## src/rtl/cv32e40x_mpu_tracked.sv

```systemverilog
// MPU between a core request port and OBI: region R/W/X checks, outstanding tracking, in-order error responses.
// Optional fault counter enabled by defining CV32E40X_MPU_ERR_CNT_EN (adds err_count_o / err_count_clr_i).
module cv32e40x_mpu_tracked #(
  parameter int                IF_STAGE        = 1,
  parameter int                ADDR_W          = 32,
  parameter int                DATA_W          = 32,
  parameter int                NUM_REGIONS     = 4,
  parameter logic [ADDR_W-1:0] REGION_BASE [NUM_REGIONS] = '{default: '0},
  parameter logic [ADDR_W-1:0] REGION_MASK [NUM_REGIONS] = '{default: '0},
  parameter logic [2:0]        REGION_ATTR [NUM_REGIONS] = '{default: 3'b111},
  parameter logic [2:0]        DEFAULT_ATTR    = 3'b000,
  parameter int                MAX_OUTSTANDING = 2,
  localparam int               CNT_W           = $clog2(MAX_OUTSTANDING + 1)
) (
  input  logic              clk,
  input  logic              rst,
  input  logic              core_valid_i,
  output logic              core_ready_o,
  input  logic [ADDR_W-1:0] core_addr_i,
  input  logic              core_we_i,
  output logic              bus_valid_o,
  input  logic              bus_ready_i,
  output logic [ADDR_W-1:0] bus_addr_o,
  output logic              bus_we_o,
  input  logic              bus_resp_valid_i,
  input  logic [DATA_W-1:0] bus_rdata_i,
  output logic              core_resp_valid_o,
  output logic [DATA_W-1:0] core_resp_rdata_o,
  output logic [1:0]        core_resp_status_o,
  output logic [CNT_W-1:0]  outstanding_o,
  output logic              mpu_err_o
`ifdef CV32E40X_MPU_ERR_CNT_EN
  ,
  input  logic              err_count_clr_i,
  output logic [7:0]        err_count_o
`endif
);

  localparam logic [1:0] IDLE     = 2'd0;
  localparam logic [1:0] ERR_WAIT = 2'd1;
  localparam logic [1:0] ERR_RESP = 2'd2;

  localparam logic [CNT_W-1:0] MAX_CNT = CNT_W'(MAX_OUTSTANDING);

  logic [1:0]       state_q, state_d;
  logic [CNT_W-1:0] cnt_q, cnt_d;
  logic             err_we_q, err_we_d;
  logic [2:0]       attr;
  logic             hit;
  logic             req_we;
  logic             fault;
  logic             fault_accept;
  logic             bus_fire;
  logic             resp_dec;

  // Lowest-indexed matching region decides the attributes.
  always_comb begin
    attr = DEFAULT_ATTR;
    hit  = 1'b0;
    for (int i = 0; i < NUM_REGIONS; i++) begin
      if (!hit && ((core_addr_i & REGION_MASK[i]) == (REGION_BASE[i] & REGION_MASK[i]))) begin
        attr = REGION_ATTR[i];
        hit  = 1'b1;
      end
    end
  end

  assign req_we       = (IF_STAGE != 0) ? 1'b0 : core_we_i;
  assign fault        = (IF_STAGE != 0) ? !attr[2] : (req_we ? !attr[1] : !attr[0]);
  assign mpu_err_o    = core_valid_i && fault;
  assign fault_accept = (state_q == IDLE) && core_valid_i && fault;

  assign bus_valid_o  = core_valid_i && (state_q == IDLE) && !fault && (cnt_q < MAX_CNT);
  assign bus_addr_o   = core_addr_i;
  assign bus_we_o     = req_we;
  assign bus_fire     = bus_valid_o && bus_ready_i;
  assign core_ready_o = bus_fire || fault_accept;

  // A response with nothing in flight is ignored so the counter cannot wrap.
  assign resp_dec      = bus_resp_valid_i && (cnt_q != '0);
  assign outstanding_o = cnt_q;

  always_comb begin
    cnt_d = cnt_q;
    if (bus_fire && !resp_dec) begin
      cnt_d = cnt_q + 1'b1;
    end else if (!bus_fire && resp_dec) begin
      cnt_d = cnt_q - 1'b1;
    end
  end

  always_comb begin
    state_d  = state_q;
    err_we_d = err_we_q;
    case (state_q)
      IDLE: begin
        if (fault_accept) begin
          err_we_d = req_we;
          state_d  = (cnt_d == '0) ? ERR_RESP : ERR_WAIT;
        end
      end
      ERR_WAIT: begin
        if (cnt_d == '0) begin
          state_d = ERR_RESP;
        end
      end
      ERR_RESP: state_d = IDLE;
      default:  state_d = IDLE;
    endcase
  end

  // Nothing is in flight during ERR_RESP, so the error never collides with a bus response.
  always_comb begin
    core_resp_valid_o  = bus_resp_valid_i;
    core_resp_rdata_o  = bus_rdata_i;
    core_resp_status_o = 2'b00;
    if (state_q == ERR_RESP) begin
      core_resp_valid_o  = 1'b1;
      core_resp_rdata_o  = '0;
      core_resp_status_o = err_we_q ? 2'b10 : 2'b01;
    end
  end

  always_ff @(posedge clk) begin
    if (rst) begin
      state_q  <= IDLE;
      cnt_q    <= '0;
      err_we_q <= 1'b0;
    end else begin
      state_q  <= state_d;
      cnt_q    <= cnt_d;
      err_we_q <= err_we_d;
    end
  end

`ifdef CV32E40X_MPU_ERR_CNT_EN
  logic [7:0] err_cnt_q, err_cnt_d;

  // Clear has priority over a same-cycle fault; the count saturates at 255.
  always_comb begin
    err_cnt_d = err_cnt_q;
    if (err_count_clr_i) begin
      err_cnt_d = '0;
    end else if (fault_accept && (err_cnt_q != 8'hFF)) begin
      err_cnt_d = err_cnt_q + 8'd1;
    end
  end

  always_ff @(posedge clk) begin
    if (rst) begin
      err_cnt_q <= '0;
    end else begin
      err_cnt_q <= err_cnt_d;
    end
  end

  assign err_count_o = err_cnt_q;
`endif

`ifndef SYNTHESIS
  resp_without_outstanding: assert property (@(posedge clk) disable iff (rst)
    !(bus_resp_valid_i && (cnt_q == '0)));
`endif

endmodule

```

## config.mk

```make
export PLATFORM = sky130hd
export DESIGN_NAME = cv32e40x_mpu_tracked
export DESIGN_NICKNAME = d
export VERILOG_FILES = /design/src/rtl/cv32e40x_mpu_tracked.sv
export SDC_FILE = /design/constraint.sdc
export NUM_CORES = 1
export LEC_CHECK = 0
export CAP_MARGIN = 25
export CORE_MARGIN = 2
export CORE_UTILIZATION = 18
export CTS_BUF_LIST = sky130_fd_sc_hd__clkbuf_8
export DETAILED_ROUTE_END_ITERATION = 10
export GPL_ROUTABILITY_DRIVEN = 0
export GPL_TIMING_DRIVEN = 0
export PLACE_DENSITY = 0.8
export SYNTH_ARGS = -nofsm -noshare
export SYNTH_HDL_FRONTEND = slang
export SYNTH_SLANG_ARGS = --single-unit
```

## constraint.sdc

```tcl
create_clock -name clk -period 1.6 [get_ports clk]
set_input_delay 0.24 -clock clk [delete_from_list [all_inputs] [get_ports clk]]
set_output_delay 0.24 -clock clk [all_outputs]
set_load 0.005 [all_outputs]
```

==> impl_metrics.toml, run 1 <==
[drt]
num_vias = 705
drc_errors = 0
drt_antenna_net_count = 0
route.detailed.wl_per_inst_um = 9.92
first_pass_iters = 2
routed_wirelength_mm = 2.05
drt_first_iter_violations = 3
avgViaCountPerCell = 3.41

[sta]
finalSetupViolCount = 0
timing.final.crit_share = 0.969
grt_setup_unrepaired = "yes"
slew_viol_final = 0
worst_hold_slack_ns = 0.590
postLayoutSetupSlackWorst_ns = 0.0502
max_frequency_mhz = 645
final_period_minus_worst_setup_slack_ns = 1.55
finalHoldViolations = 0
clock-skew-final_ns = 0.00104

[final_layout]
post_route_cells_drive_above_1_share = 0.478
largest_register_ff_count = 2
layout.core_utilization = 0.451
insertedDiodeCount = 0
flow.area_growth_from_synthesis_pct = 139
final_net_count = 234
final_std_cells_w_o_fill = 207

[setup_path]
crit_required_ns = 1.74
r2r_end = "outstanding_o[1]"
critical-path-slowest-cell = "sky130_fd_sc_hd__clkdlybuf4s50_1"
crit_reg_reg_startpoint = "outstanding_o[1]"
worst-path-max-fanout = 3
critPathLaunchType = "primary input"
timing_worst_setup_path_type = "primary input to flip-flop"
reg2reg_slack_ns = 0.14
path_cells = "clkdlybuf4s50_1, nor2b_4, and2_4, ha_4, or3_4, a21oi_2"
timing.critical_path.slowest_cell_delay_ns = 0.45
crit_path_end_kind = "flip-flop"
reg2regPathDepth = 4
critical_path_arrival_ns = 1.69
crit_start = "core_valid_i"
timing.critical_path.to = "outstanding_o[1]"

[cts]
cts.repair_timing.setup_buffer_count = 0
clk-insertion-delay-late_ns = 0.21
h-tree-depth = 1
cts_root_cell = "sky130_fd_sc_hd__clkbuf_8"
hold_buffers = 0
clkTransAtPathRegs_ns = 0.03
cts-buffers-inserted = 3
cts.sinks = 2
cts.path.max_buffers = 2
tritoncts_clock_tree = "built"

[pwr]
static-leakage-power_nw = 0.732
power.total_mw = 0.841
power_per_cell_area_nw_per_um2 = 559
vdd.ir_drop.worst_mv = 0.234

[min_path]
holdCritPathClass = "flip-flop to flip-flop"

[global_routing]
grt.total_usage = 0.0899
global_route.overflow_total = 0
grt_pass1_wl_mm = 2.93
grt_pass1_vias = 697
grt_max_degree = 6
antenna_found_initial = 0

[synth]
syn-mean-instance-area_um2 = 7.68
synth_compound_area_frac = 0.0239
synthDistinctLibCells = 11
synthesis.instances = 82
synthesis.yosys.warnings = 0
muxShareOfSynthArea = 0
synth.cell_area_um2 = 629
synth.yosys.seq_area_share = 0.0636
synth_simple_gate_area_frac = 0.0358
yosys.area_share.xor_xnor = 0.0278
combinational_family_with_the_most_area_after_synthesis = "buffers and inverters"
yosys.area_share.adder = 0.0199
yosys_register_bits = 2

[die]
die-width_um = 63.1
dieArea_um2 = 3990
core_area_um2 = 3340
start_util = 0.189
std_cell_rows = 21
die_height_um = 63.1
pin_count = 143

[status]
run_status = "finished clean"

[place]
buffer_ports.inserted = 73
placement.setup.worst_slack_ns = -0.300
placed_cells_incl_taps = 204

[flow_run]
max-cap-violations = 0
[layer usage]
layer  vias to the layer above  share of wire  GRT usage
met1                       292           0.29     0.0853
met4                         0         0.0093     0.0333
li1                        335              -          -
met2                        76           0.56      0.180
met5                         -              0          0
met3                         2           0.15     0.0250
[what timing repair did]
item                       CTS  global route
resized for setup            5             4
pin swaps                    0             2
setup endpoints to repair    3             3
[where the power goes]
part	total, mW	switching [mW]	internal, mW	leakage (nW)
Clock	0.193	0.0344	0.159	0.0216
Sequential	0.112	0.0358	0.0758	0.0165
Combinational	0.536	0.149	0.387	0.694
[placed cells by master, fill, tap and decap left out, types with 2 or more instances in the layout]
cell type	synthesis	final
sky130_fd_sc_hd__clkdlybuf4s50_1	0	70
sky130_fd_sc_hd__buf_4	69	69
sky130_fd_sc_hd__conb_1	1	4
sky130_fd_sc_hd__clkbuf_8	0	3
sky130_fd_sc_hd__o21ai_0	2	2
sky130_fd_sc_hd__xor2_1	2	2
sky130_fd_sc_hd__dlymetal6s2s_1	0	2
sky130_fd_sc_hd__dfxtp_1	2	2
[worst max-delay path: cells and delay by family]
family,cells,cell delay (ns)
simple gates,3,0.68
buf+inv,1,0.45
fa+ha+maj,1,0.20
compound gates,1,0.11
[stage by stage]
| stage | cell area [um2] | setup TNS (ns) |
|---|---|---|
| floorplan | 641 | 0 |
| global placement | 1430 | -0.556 |
| detailed placement | 1430 | -0.552 |
| CTS | 1490 | 0 |
| global route | 1510 | -0.0196 |
| finish | 1510 | 0 |
[worst min-delay path by stage]
stage / start / end / cells after the start
finish: outstanding_o[1] / outstanding_o[1] / 2
global route: outstanding_o[1] / outstanding_o[1] / 2
CTS: outstanding_o[1] / outstanding_o[1] / 2
detailed placement: outstanding_o[1] / outstanding_o[1] / 2
global placement: outstanding_o[1] / outstanding_o[1] / 2
floorplan: rst / outstanding_o[1] / 1
[final cells by class]
type	count	area, um2
Buffer	69	518
Tap cell	46	57.6
Timing Repair Buffer	73	734
Multi-Input combinational cell	14	114
Fill cell	314	1830
Clock buffer	3	41.3
Sequential cell	2	40.0
[kinds of logic (layout without fill, tap and decap cells)]
kind of cell / after synthesis / after routing
compound gates: 3 / 3
xor+xnor: 2 / 2
fa+ha+maj: 1 / 1
buf+inv: 69 / 145
flops: 2 / 2
other cells: 1 / 4
simple gates: 4 / 4
[synthesized netlist by cell type]
library cell	number	share of area
sky130_fd_sc_hd__buf_4	69	0.82
sky130_fd_sc_hd__and2_1	1	0.0099
sky130_fd_sc_hd__dfxtp_1	2	0.064
sky130_fd_sc_hd__nor2b_1	1	0.0099
sky130_fd_sc_hd__a21oi_1	1	0.0079
sky130_fd_sc_hd__o21ai_0	2	0.016
sky130_fd_sc_hd__ha_1	1	0.020
sky130_fd_sc_hd__or3_1	1	0.0099
sky130_fd_sc_hd__xor2_1	2	0.028
sky130_fd_sc_hd__nor2_1	1	0.0060
sky130_fd_sc_hd__conb_1	1	0.0060
Note: power is estimated with default switching activity, not from simulation.
==> run 2: changes to the inputs <==
clock period = 1.78 ns   (was 1.6 ns; I/O delays follow)
==> run 2 against run 1 <==
Against the previous run: count of clock-buffer cells in the layout unchanged; final cell count unchanged; highest routed layer unchanged; flip-flop and latch count unchanged; clock power down 9.8%; sequential share of layout area about the same; routed wire length down 2.4%; largest power group unchanged; clock skew about the same; via count down 0.85%; first-iteration DRC count up 33%.
==> impl_metrics.toml, run 2 (synthesis results as in run 1) <==
[status]
run_status = "finished clean"

[final_layout]
final_std_cells_w_o_fill = 207
post_route_cells_drive_above_1_share = 0.460
insertedDiodeCount = 0
layout.core_utilization = 0.443
final_common_cell = "sky130_fd_sc_hd__clkdlybuf4s50_1"
postLayoutCellArea_um2 = 1480
flow.area_growth_from_synthesis_pct = 135
layout_common_cells = "sky130_fd_sc_hd__clkdlybuf4s50_1, sky130_fd_sc_hd__buf_4, sky130_fd_sc_hd__conb_1"
largest_register_ff_count = 2
final_net_count = 234

[drt]
route.detailed.wl_per_inst_um = 9.68
drt_antenna_net_count = 0
drc_errors = 0
drt_first_iter_violations = 4
num_vias = 699
avgViaCountPerCell = 3.38
routed_wirelength_mm = 2.00
first_pass_iters = 2

[pwr]
p_sw_mw = 0.182
power_per_cell_area_nw_per_um2 = 484
switching_fraction_of_total_power = 0.254
power.internal_mw = 0.534
seq_power_share = 0.139
static-leakage-power_nw = 0.711
clockPowerShare = 0.243
power.total_mw = 0.716
power.share.combinational = 0.618
vdd.ir_drop.worst_mv = 0.185

[sta]
postLayoutSetupSlackWorst_ns = 0.126
worst_hold_slack_ns = 0.563
final_period_minus_worst_setup_slack_ns = 1.65
slew_viol_final = 0
grt_setup_unrepaired = "no"
finalHoldViolations = 0
fin_tns_setup_ns = 0
clock-skew-final_ns = 0.00141
finalSetupViolCount = 0
max_frequency_mhz = 605
timing.final.crit_share = 0.929

[cts]
cts.sinks = 2
clk-insertion-delay-late_ns = 0.21
cts.path.max_buffers = 2
cts_root_cell = "sky130_fd_sc_hd__clkbuf_8"
h-tree-depth = 1
hold_buffers = 0
clkTransAtPathRegs_ns = 0.03
cts-buffers-inserted = 3
tritoncts_clock_tree = "built"

[setup_path]
crit_reg_reg_startpoint = "outstanding_o[1]"
crit_required_ns = 1.91
timing_worst_setup_path_type = "primary input to flip-flop"
reg2reg_slack_ns = 0.24
crit_path_end_kind = "flip-flop"
worst-path-max-fanout = 3
r2r_end = "outstanding_o[1]"
critPathLaunchType = "primary input"
reg2regPathDepth = 5
critical_path_arrival_ns = 1.79

[global_routing]
grt.total_usage = 0.0888
grt_pass1_vias = 691
grt_max_degree = 6
global_route.overflow_total = 0
grt_pass1_wl_mm = 2.89
antenna_found_initial = 0

[die]
start_util = 0.189
pin_count = 143
die-width_um = 63.1
core_area_um2 = 3340
std_cell_rows = 21
dieArea_um2 = 3990
die_height_um = 63.1

[flow_run]
max-cap-violations = 0

[min_path]
holdCritPathClass = "flip-flop to flip-flop"
min_delay_worst_endpoint = "outstanding_o[1]"
hold_depth = 2
min-delay-start = "outstanding_o[1]"

[place]
placement.cell_area_um2 = 1430
placed_cells_incl_taps = 204
placement.setup.worst_slack_ns = -0.147
buffer_ports.inserted = 73
run 2: cell count changes in the layout (fill, tap and decap cells not counted):
cell / change
sky130_fd_sc_hd__or3_1: +1
sky130_fd_sc_hd__dlymetal6s2s_1: -2
sky130_fd_sc_hd__ha_1: +1
sky130_fd_sc_hd__ha_4: -1
sky130_fd_sc_hd__clkdlybuf4s50_1: +2
sky130_fd_sc_hd__or3_4: -1
sky130_fd_sc_hd__a21oi_2: -1
sky130_fd_sc_hd__a21oi_1: +1
run 2: worst max-delay path, stage by stage:
cell	delay, ns
sky130_fd_sc_hd__clkdlybuf4s50_1	0.40
sky130_fd_sc_hd__nor2b_4	0.13
sky130_fd_sc_hd__and2_4	0.16
sky130_fd_sc_hd__ha_1	0.32
sky130_fd_sc_hd__or3_1	0.37
sky130_fd_sc_hd__a21oi_1	0.15
run 2: how the worst max path moves through the flow:
stage	start	to	slack (ns)	cells past startpoint
finish	core_valid_i	outstanding_o[1]	0.13	6
global route	core_valid_i	outstanding_o[1]	0.06	6
CTS	core_valid_i	outstanding_o[1]	0.12	6
detailed placement	core_valid_i	outstanding_o[1]	-0.15	6
global placement	core_valid_i	outstanding_o[1]	-0.14	6
floorplan	outstanding_o[1]	outstanding_o[1]	0.30	5
run 2: timing repair:
action	4_1_cts	5_1_grt
buffers inserted	0	0
setup endpoints to repair	1	0
gates resized for setup	4	0
run 2: power by group through the flow:
stage	Clock (mW)	Sequential (mW)	Combinational, mW
global route	0.184	0.103	0.479
finish	0.174	0.0994	0.442
floorplan	0	0.0927	0.203
global placement	0	0.0939	0.436
detailed placement	0	0.0947	0.440
CTS	0.179	0.0998	0.448
run 2: layer usage:
metal | vias up | wire [um] | share of wire | track usage
met2 | 76 | 1110 | 0.55 | 0.177
li1 | 336 | - | - | -
met5 | - | 0 | 0 | 0
met4 | 0 | 19 | 0.0095 | 0.0333
met3 | 2 | 299 | 0.15 | 0.0250
met1 | 285 | 574 | 0.29 | 0.0842
run 2: area by class of cell:
class                   instances  area, um2
plain buffers                  69        518
clock buffers                   3       41.3
fillers                       321       1860
multi-input cells              14       92.6
flip-flops and latches          2       40.0
well taps                      46       57.6
repair buffers                 73        729
